<file path="config.mk">
export PLATFORM = sky130hd
export DESIGN_NAME = booth_seq_multiplier
export DESIGN_NICKNAME = d
export VERILOG_FILES = /design/src/rtl/booth_seq_multiplier.sv
export SDC_FILE = /design/constraint.sdc
export NUM_CORES = 1
export LEC_CHECK = 0
export ABC_AREA = 1
export CAP_MARGIN = 40
export CORE_MARGIN = 2
export CORE_UTILIZATION = 45
export DETAILED_ROUTE_END_ITERATION = 7
export HOLD_SLACK_MARGIN = 0.03
export PLACE_DENSITY_LB_ADDON = 0.12
export SYNTH_ARGS = -nofsm -noshare
export SYNTH_HDL_FRONTEND = slang
export SYNTH_SLANG_ARGS = --single-unit
export TNS_END_PERCENT = 1
</file>
<file path="constraint.sdc">
create_clock -name clk -period 3.4 [get_ports clk]
set_clock_uncertainty 0.1 [all_clocks]
set_input_delay 0.85 -clock clk [delete_from_list [all_inputs] [get_ports clk]]
set_output_delay 0.85 -clock clk [all_outputs]
set_load 0.02 [all_outputs]
</file>
<file path="src/rtl/booth_seq_multiplier.sv">
// Sequential radix-2 Booth multiplier: one add/subtract-and-shift step per clock,
// start/done handshake, exact 2*WIDTH-bit signed product.
module booth_seq_multiplier #(
  parameter int unsigned WIDTH = 8
) (
  input  logic                 clk,
  input  logic                 rst_n,
  input  logic                 start,
  input  logic [WIDTH-1:0]     multiplicand,
  input  logic [WIDTH-1:0]     multiplier,
  output logic                 ready,
  output logic                 busy,
  output logic                 done,
  output logic [2*WIDTH-1:0]   product
);

  localparam int unsigned CW = $clog2(WIDTH + 1);

  typedef enum logic [1:0] {
    S_IDLE,
    S_CALC,
    S_DONE
  } state_t;

  state_t             r_state;
  state_t             w_state_next;
  logic [WIDTH:0]     r_a;
  logic [WIDTH:0]     r_m;
  logic [WIDTH-1:0]   r_q;
  logic               r_q1;
  logic [CW-1:0]      r_count;
  logic [2*WIDTH-1:0] r_product;

  logic               w_op;
  logic               w_sub;
  logic [WIDTH:0]     w_addend;
  logic [WIDTH:0]     w_sum;
  logic               w_accept;
  logic               w_last;

  // Subtraction reuses the adder: invert M and feed the carry-in.
  always_comb begin
    w_op     = r_q[0] ^ r_q1;
    w_sub    = r_q[0];
    w_addend = w_op ? (r_m ^ {(WIDTH+1){w_sub}}) : '0;
    w_sum    = r_a + w_addend + (WIDTH+1)'(w_op & w_sub);
    w_accept = ready & start;
    w_last   = (r_state == S_CALC) && (r_count == CW'(1));
  end

  always_comb begin
    w_state_next = r_state;
    ready        = 1'b0;
    busy         = 1'b0;
    done         = 1'b0;
    case (r_state)
      S_IDLE: begin
        ready = 1'b1;
        if (start) w_state_next = S_CALC;
      end
      S_CALC: begin
        busy = 1'b1;
        if (w_last) w_state_next = S_DONE;
      end
      S_DONE: begin
        ready        = 1'b1;
        done         = 1'b1;
        w_state_next = start ? S_CALC : S_IDLE;
      end
      default: w_state_next = S_IDLE;
    endcase
  end

  always_ff @(posedge clk or negedge rst_n) begin
    if (!rst_n) r_state <= S_IDLE;
    else        r_state <= w_state_next;
  end

  // Shifted product on the last step is {sum, Q[WIDTH-1:1]} taken before the register update.
  always_ff @(posedge clk or negedge rst_n) begin
    if (!rst_n) begin
      r_a       <= '0;
      r_m       <= '0;
      r_q       <= '0;
      r_q1      <= 1'b0;
      r_count   <= '0;
      r_product <= '0;
    end else if (w_accept) begin
      r_a     <= '0;
      r_m     <= {multiplicand[WIDTH-1], multiplicand};
      r_q     <= multiplier;
      r_q1    <= 1'b0;
      r_count <= CW'(WIDTH);
    end else if (r_state == S_CALC) begin
      r_a     <= {w_sum[WIDTH], w_sum[WIDTH:1]};
      r_q     <= {w_sum[0], r_q[WIDTH-1:1]};
      r_q1    <= r_q[0];
      r_count <= r_count - CW'(1);
      if (w_last) r_product <= {w_sum, r_q[WIDTH-1:1]};
    end
  end

  assign product = r_product;

endmodule

</file>
==> results of run 1 <==
critical path, cell delays in order, from the launching register on:
cell	delay [ns]
dfrtp_1	0.54
ha_1	0.48
nor2_1	0.10
fa_1	0.44
fa_1	0.41
nand2_1	0.08
nand2_1	0.11
nand3_1	0.13
nand3_1	0.11
nand3_1	0.11
nand2_1	0.06
area by class of cell:
class	instances	area [µm²]
fill	495	2207
sequential	47	1176
multi-input combinational	197	1101
timing repair buffer	39	392.9
inverter	31	118.9
tap	70	87.58
clock buffer	6	82.58
clock inverter	2	38.79
per-layer routing:
metal | vias to the layer above | global-route usage [%] | part of all wire (%)
met3 | 2 | 3.488 | 3.3
met1 | 850 | 24.59 | 51
met4 | 0 | 4.737 | 0.53
li1 | 980 | - | -
met5 | - | 0 | 0
met2 | 40 | 26.21 | 45
layout by cell type, fill, tap and decap left out:
| master | n |
|---|---|
| or2_2 | 2 |
| inv_4 | 1 |
| xnor2_1 | 8 |
| a21oi_1 | 4 |
| nor2_1 | 13 |
| o21ai_0 | 19 |
| a21o_1 | 2 |
| buf_12 | 1 |
| nand4_4 | 1 |
| nor2_8 | 1 |
| nor2_2 | 1 |
| clkbuf_8 | 6 |
| fa_1 | 2 |
| inv_6 | 1 |
| nand2_1 | 90 |
| buf_2 | 1 |
| dfrtp_1 | 47 |
| ha_1 | 10 |
| o22ai_1 | 2 |
| bufinv_16 | 1 |
| a31oi_1 | 1 |
| o21ai_2 | 9 |
| inv_1 | 28 |
| o221ai_1 | 2 |
| xor2_1 | 1 |
| nand2_2 | 2 |
| nand3_1 | 20 |
| buf_4 | 1 |
| nand3b_1 | 2 |
| nand2_4 | 1 |
| o21a_1 | 1 |
| inv_2 | 2 |
| o21ai_1 | 2 |
| a22o_1 | 1 |
| clkdlybuf4s50_1 | 36 |
stage by stage:
stage	hold WS (ns)	instances	area (µm²)	setup WS [ns]
floorplan	0.3555	285	2464	0.9507
finish	0.3767	392	2998	0.6325
CTS	0.3818	392	2998	0.6336
global route	0.4002	392	2998	0.4464
global placement	0.3537	383	2856	0.7006
detailed placement	0.3591	384	2877	0.6590
how the worst max path moves through the flow:
stage                                          to  slack (ns)  cells past startpoint
final                     product[15]$_DFFE_PN0P_        0.63                     10
after global routing      product[15]$_DFFE_PN0P_        0.45                     10
after CTS                 product[15]$_DFFE_PN0P_        0.63                     10
after detailed placement  product[15]$_DFFE_PN0P_        0.66                     10
after global placement    product[15]$_DFFE_PN0P_        0.70                     10
after floorplan           product[15]$_DFFE_PN0P_        0.95                     11
registers in the layout, indices dropped and copies added (netlist names):
name	count
product	16
r_a	8
r_count	4
r_m	8
r_q	8
r_q1	1
r_state	2
kinds of logic (layout without fill, tap and decap cells):
family	after synthesis	count (layout)	share of synthesized area, %
and+or+nand+nor	133	133	23.77
DFF	47	47	47.74
AOI/OAI and AO/OA	43	43	11.02
buffers and inverters	41	78	7.567
adders and majority gates	12	12	6.704
xor gates and xnor gates	9	9	3.200
==> key figures, run 1 <==
Detailed routing
  – Number of nets still failing antenna checks after routing: 0
  – First drt pass iteration count: 4
  – Drt wl/cell: ~12 µm
  – DR iter-0 viols: 90
  – Routed wire length: about 4700 µm
  – DRC: 0
  – Vias: 1,872
  – Via/cell ratio: between 4 and 5

Clock tree
  – Post-cts sizing count: 0
  – CTS root buf: clkbuf_8
  – Hold Buf Count CTS: 0
  – Skew-Pair Late Insertion Delay: 0.30 ns
  – CTS sink cnt: 47
  – Worst-path clk slew: around 0.09 ns
  – Clock tree buffer depth: 2
  – Post-CTS Setup Inserts: 0
  – Htree depth: 2
  – CTS buffer count: 5
  – CTS tree: built

Timing
  – Relative max-transition margin: between 60% and 70%
  – Final hold vios: 0
  – RSZ-0062 raised after global routing: no
  – Fin crit period: about 2.8 ns
  – Worst slew pin tran: 0.4524 ns
  – Period utilization: between 80% and 90%
  – Slew Limit Fails: 0
  – Final setup fails: 0
  – Fin Setup TNS: 0 ns
  – Max Fclk: roughly 0.36 GHz

GRT
  – Vias in the first global route: between 1,500 and 2,000
  – GRT Total Usage: roughly 17%
  – Overflow after GRT: 0
  – Largest net degree at the start of global routing: 29
  – Initial antenna violation count: 0
  – Global-route wire length before repair: between 8000 and 9000 µm

Floorplan
  – I/O pin total: 38
  – # rows: 26
  – Die Width: about 80 µm
  – Starting density of the core: a little under half
  – Die Y-Extent: approximately 78 µm
  – Total die area: 6082 µm²
  – Area of the core: 5205 µm²

Placed design
  – Count of input and output buffers: 37
  – Final RePlAce weighted congestion: 0.8906
  – Final HPWL DP: 3578 µm

Worst setup path
  – Reg-to-reg endpoint: product[15]$_DFFE_PN0P_
  – Crit Path Category: reg2reg
  – Required @ worst endpoint: between 3 and 4 ns
  – Worst reg2reg path startpoint: r_q[0]$_DFFE_PN0P_
  – Crit-path max FO: 10
  – R2R Setup Slk: 0.63 ns
  – WP data arrival: 2.86 ns
  – Startpoint Class: flop
  – R2R cell count: 10
  – Critical Path End Type: flop
  – CP startpoint: r_q[0]$_DFFE_PN0P_

Yosys
  – Post-synth EDFFs: 0
  – Yosys top cell area share: a little under half
  – Count leader, synth: nand2_1
  – Synth Cell Area: about 2500 µm²
  – Synth top area cells: dfrtp_1 48%, nand2_1 14%, ha_1 5.1%
  – Synthesized flop and latch total: 47
  – Syn. warnings: 0
  – Post-synth top area cell: dfrtp_1
  – Most used DFF post-synth: dfrtp_1
  – Yosys cell types: 31
  – Post-Syn Nets: approximately 320
  – Post-synth top cells: 90 x nand2_1, 47 x dfrtp_1, 28 x inv_1
  – Register area share after synthesis: a little under half
  – Mapped Avg Cell Area: 8.644 µm²
  – Post-synth ARST share: between 90% and 100%
  – Syn Inst Count: 285

Worst hold path
  – Hold_sp: product[9]$_DFFE_PN0P_
  – Hold Path Class: reg2reg
  – Hold path depth: 2
  – Hold EP: product[9]$_DFFE_PN0P_

Layout
  – NumNets Final: between 300 and 400
  – Final Util: approximately 58%
  – # diodes: 0
  – Share of cells above drive strength 1: around a tenth
  – Area grow syn2layout: 21.69%

Run status
  – Status: finished clean

Flow run
  – Max-cap viol count: 0
Power of run 1 is left out: the tool's default activity adds up to more than one toggle a clock period on the data nets, which glitch-free logic cannot reach.
==> inputs of run 2 (changes only) <==
- clock period: 3.4 -> 2.9 ns (I/O delays scaled with it)
==> run 2 against run 1 <==
Compared with the run above:
- flip-flop and latch count unchanged
- register-to-register slack worse by 0.26 ns
- worst hold slack worse by 0.13 ns
- critical path type unchanged
- critical endpoint is now r_a[7]$_DFFE_PN0P_
==> key figures, run 2 (synthesis gave the netlist of run 1 again) <==
Floorplan
  – # rows: 26
  – Starting density of the core: a little under half
  – Die Y-Extent: 77.99 µm
  – I/O pin total: 38
  – Total die area: roughly 6000 µm²
  – Die Width: approximately 80 µm
  – Area of the core: around 5200 µm²

GRT
  – Vias in the first global route: 1,829
  – GRT Total Usage: between 10% and 20%
  – Global-route wire length before repair: around 8500 µm
  – Largest net degree at the start of global routing: 30
  – Initial antenna violation count: 0
  – Overflow after GRT: 0

Detailed routing
  – First drt pass iteration count: 4
  – Routed wire length: 4910 µm
  – Drt wl/cell: roughly 12 µm
  – DR iter-0 viols: 66
  – Via/cell ratio: ~4.8
  – Number of nets still failing antenna checks after routing: 0
  – DRC: 0
  – Vias: about 1,900

Clock tree
  – Worst-path clk slew: roughly 0.09 ns
  – Hold Buf Count CTS: 0
  – Post-CTS Setup Inserts: 0
  – Htree depth: 2
  – Post-cts sizing count: 0
  – Clock tree buffer depth: 2
  – Skew-Pair Late Insertion Delay: approximately 0.30 ns
  – CTS buffer count: 5
  – CTS sink cnt: 47
  – CTS tree: built
  – CTS root buf: clkbuf_8

Worst setup path
  – R2R Setup Slk: about 0.37 ns
  – Crit Path Category: reg2reg
  – Reg-to-reg endpoint: r_a[7]$_DFFE_PN0P_
  – Worst reg2reg path startpoint: r_q[0]$_DFFE_PN0P_
  – Critical Path End Type: flop
  – Startpoint Class: flop
  – Crit-path max FO: 8
  – WP data arrival: roughly 2.6 ns
  – R2R cell count: 10
  – Required @ worst endpoint: ~3 ns

Layout
  – Filler cells: about 500
  – # diodes: 0
  – Commonest cells after routing, fill and taps aside: 90 x nand2_1, 47 x dfrtp_1, 36 x clkdlybuf4s50_1, 28 x inv_1, 20 x nand3_1
  – NumNets Final: 354
  – Share of cells above drive strength 1: around a tenth
  – Most common cell after layout, fill and taps aside: nand2_1
  – Final instance area: 2968 µm²
  – Max reg flops: 16
  – Area grow syn2layout: 20.47%

Placed design
  – Final HPWL DP: roughly 3700 µm
  – Post-placement cell area: ~2900 µm²
  – Count of input and output buffers: 37
  – Final RePlAce weighted congestion: 0.8924

Timing
  – Max Fclk: about 0.40 GHz
  – Period utilization: around 87%
  – Final setup fails: 0
  – Fin crit period: roughly 2.5 ns
  – Final hold vios: 0
  – Relative max-transition margin: a little under three quarters
  – Worst slew pin tran: 0.4363 ns
  – RSZ-0062 raised after global routing: no
  – Fin Setup TNS: 0 ns
  – Slew Limit Fails: 0

Flow run
  – Max-cap viol count: 0

Run status
  – Status: finished clean

Worst hold path
  – Hold Path Class: in2async
run 2: per-stage QoR:
step | util, % | hold slack, ns | worst slack, ns | std cells
finish | 57.02 | 0.2486 | 0.3732 | 394
global route | 57.02 | 0.2758 | 0.1657 | 394
CTS | 57.02 | 0.2557 | 0.3651 | 394
detailed placement | 55.31 | 0.3576 | 0.3883 | 386
global placement | 55.31 | 0.3530 | 0.4305 | 386
floorplan | - | 0.3294 | 0.4507 | 285
run 2: routing by layer:
layer	routed length, µm	vias up	GRT usage, %
li1	-	980	-
met1	2479	855	24.79
met2	2132	48	28.02
met3	235	7	3.605
met4	63	0	5.789
met5	0	-	0
run 2: worst max-delay path by stage:
stage / from / to / cells past startpoint
finish: r_q[0]$_DFFE_PN0P_ / r_a[7]$_DFFE_PN0P_ / 10
global route: r_q1$_DFFE_PN0P_ / r_a[7]$_DFFE_PN0P_ / 11
CTS: r_q[0]$_DFFE_PN0P_ / product[13]$_DFFE_PN0P_ / 10
detailed placement: r_q[0]$_DFFE_PN0P_ / r_a[7]$_DFFE_PN0P_ / 10
global placement: r_q[0]$_DFFE_PN0P_ / product[15]$_DFFE_PN0P_ / 10
floorplan: r_q[0]$_DFFE_PN0P_ / product[15]$_DFFE_PN0P_ / 11
run 2: worst max-delay path, cell delays in order, from the launching register on:
cell     delay [ns]
dfrtp_1        0.39
ha_1           0.41
nor2_1         0.10
fa_1           0.44
fa_1           0.42
nand2_1        0.08
nand2_1        0.11
nand3_1        0.13
nand3_1        0.10
nand3_1        0.10
nand2_1        0.05
run 2: cell type report:
| cell class | instances | area [µm²] | area share [%] |
|---|---|---|---|
| multi-input cells | 197 | 1101 | 37.10 |
| clock inverters | 3 | 20.02 | 0.6745 |
| inverters | 31 | 118.9 | 4.005 |
| flip-flops and latches | 47 | 1176 | 39.63 |
| repair buffers | 41 | 395.4 | 13.32 |
| clock buffers | 5 | 68.82 | 2.319 |
| well taps | 70 | 87.58 | 2.951 |
Power of run 2 is left out for the same reason.
==> inputs of run 3 (changes only) <==
- CELL_PAD_IN_SITES_DETAIL_PLACEMENT: not set -> 1
- CELL_PAD_IN_SITES_GLOBAL_PLACEMENT: not set -> 1
- CORE_UTILIZATION: 45 -> 40
==> run 3 against run 2 <==
Compared with the run above:
- clock-buffer cell count is the same
- critical path type unchanged
- critical endpoint unchanged
- non-clock buffer count is the same
- setup slack lost 0.045 ns
- global-route usage grew 0.48 points
- core utilization shrank 6.7 points
- highest routed layer unchanged
- first-iteration DRC count grew 83%
==> key figures, run 3 (synthesis gave the netlist of run 1 again) <==
Run status
  – Status: finished clean

Timing
  – Relative max-transition margin: 74.00%
  – Worst slew pin tran: just under 0.4 ns
  – Slew Limit Fails: 0
  – Period utilization: about nine tenths
  – Final hold vios: 0
  – Max Fclk: 0.3888 GHz
  – Fin Setup TNS: 0 ns
  – Final setup fails: 0
  – Fin crit period: approximately 2.6 ns
  – RSZ-0062 raised after global routing: no

Clock tree
  – Clock tree buffer depth: 2
  – Hold Buf Count CTS: 0
  – CTS sink cnt: 47
  – Post-CTS Setup Inserts: 0
  – Skew-Pair Late Insertion Delay: 0.30 ns
  – Worst-path clk slew: approximately 0.09 ns
  – Post-cts sizing count: 0
  – CTS tree: built
  – CTS root buf: clkbuf_8
  – CTS buffer count: 5
  – Htree depth: 2

GRT
  – Grt met1 use: a little over a quarter
  – GRT met3 Usage: around 3.6%
  – Vias in the first global route: approximately 1,800
  – Layer with the highest usage: met2
  – Initial antenna violation count: 0
  – Global Route met2 Usage: roughly 28%
  – Global-route wire length before repair: 9218 µm
  – GRT Total Usage: 18.31%
  – Overflow after GRT: 0
  – Largest net degree at the start of global routing: 48

Detailed routing
  – DRC: 0
  – First drt pass iteration count: 4
  – Via/cell ratio: 4.879
  – Routed wire length: 5532 µm
  – Number of nets still failing antenna checks after routing: 0
  – Vias: 1,942
  – DR iter-0 viols: around 120
  – Drt wl/cell: between 10 and 15 µm

Floorplan
  – # rows: 28
  – Starting density of the core: around two fifths
  – Die Width: 82.48 µm
  – Die Y-Extent: 82.48 µm
  – I/O pin total: 38
  – Area of the core: roughly 5900 µm²
  – Total die area: 6803 µm²

Worst setup path
  – Required @ worst endpoint: about 3 ns
  – WP buf/inv: 0
  – Cell count along the critical path: 10
  – Crit-path max FO: 8
  – Critical Path, Cell by Cell: ha_1 -> nor2_1 -> fa_1 -> fa_1 -> nand2_1 -> nand2_1 -> nand3_1 -> nand3_1 -> nand3_1 -> nand2_1
  – Max stage delay on crit path: 0.44 ns
  – Crit Path Category: reg2reg
  – WP data arrival: approximately 2.7 ns
  – Crit-path slowest cell: fa_1
  – Crit path max-delay family: adder cells
  – R2R cell count: 10
  – Startpoint Class: flop
  – Critical Path End Type: flop

Worst hold path
  – Hold Path Class: in2async

Placed design
  – Final RePlAce weighted congestion: around 0.83
  – Final HPWL DP: 4137 µm
  – Count of input and output buffers: 37

Layout
  – Max reg flops: 16
  – Most common cell after layout, fill and taps aside: nand2_1
  – NumNets Final: ~350
  – # diodes: 0
  – Area grow syn2layout: 20.98%
  – Share of cells above drive strength 1: 9.907%
  – Commonest cells after routing, fill and taps aside: 90 x nand2_1, 47 x dfrtp_1, 36 x clkdlybuf4s50_1, 28 x inv_1, 20 x nand3_1

Flow run
  – Max-cap viol count: 0
-- run 3: changes by cell type in the layout (fill, tap and decap cells not counted), sizes merged --
cell      change
clkinv        +1
clkinvlp      -2
-- run 3: worst paths after layout --
kind,start,end,slack (ns)
worst min-delay path,rst_n,product[15]$_DFFE_PN0P_,0.28
min in group clk,product[9]$_DFFE_PN0P_,product[9]$_DFFE_PN0P_,0.38
max in group asynchronous,rst_n,r_m[2]$_DFFE_PN0P_,2.19
worst min register to register,product[9]$_DFFE_PN0P_,product[9]$_DFFE_PN0P_,0.38
worst max-delay path,r_q[0]$_DFFE_PN0P_,r_a[7]$_DFFE_PN0P_,0.33
worst max register to register,r_q[0]$_DFFE_PN0P_,r_a[7]$_DFFE_PN0P_,0.33
-- run 3: layout make-up --
class | count | area [µm²]
Clock buffer | 5 | 68.82
Fill cell | 724 | 2940
Timing Repair Buffer | 41 | 407.9
Tap cell | 75 | 93.84
Sequential cell | 47 | 1176
Inverter | 31 | 118.9
Clock inverter | 2 | 13.76
Multi-Input combinational cell | 197 | 1101
-- run 3: routing by layer --
| metal | wire (µm) | up-vias | share of wire, % |
|---|---|---|---|
| met3 | 159 | 4 | 2.9 |
| met1 | 2841 | 927 | 51 |
| met5 | 0 | - | 0 |
| met2 | 2472 | 31 | 45 |
| li1 | - | 980 | - |
| met4 | 59 | 0 | 1.1 |
-- run 3: worst register-to-register path, delay by kind of cell (launching register included) --
kind          cells  cell delay, ns
fa+ha+maj         3            1.27
simple gates      7            0.71
flops             1            0.39
-- run 3: metrics by stage --
stage	std cells	setup slack (ns)	area [µm²]	utilization [%]	hold slack (ns)
2_1_floorplan	285	0.4507	2464	-	0.3294
3_3_place_gp	391	0.4137	2898	48.94	0.3539
3_5_place_dp	391	0.3150	2898	48.94	0.3576
4_1_cts	398	0.3128	2980	50.34	0.2947
5_1_grt	398	0.1302	2980	50.34	0.2925
6_report	398	0.3281	2980	50.34	0.2829
Power of run 3 is left out for the same reason.
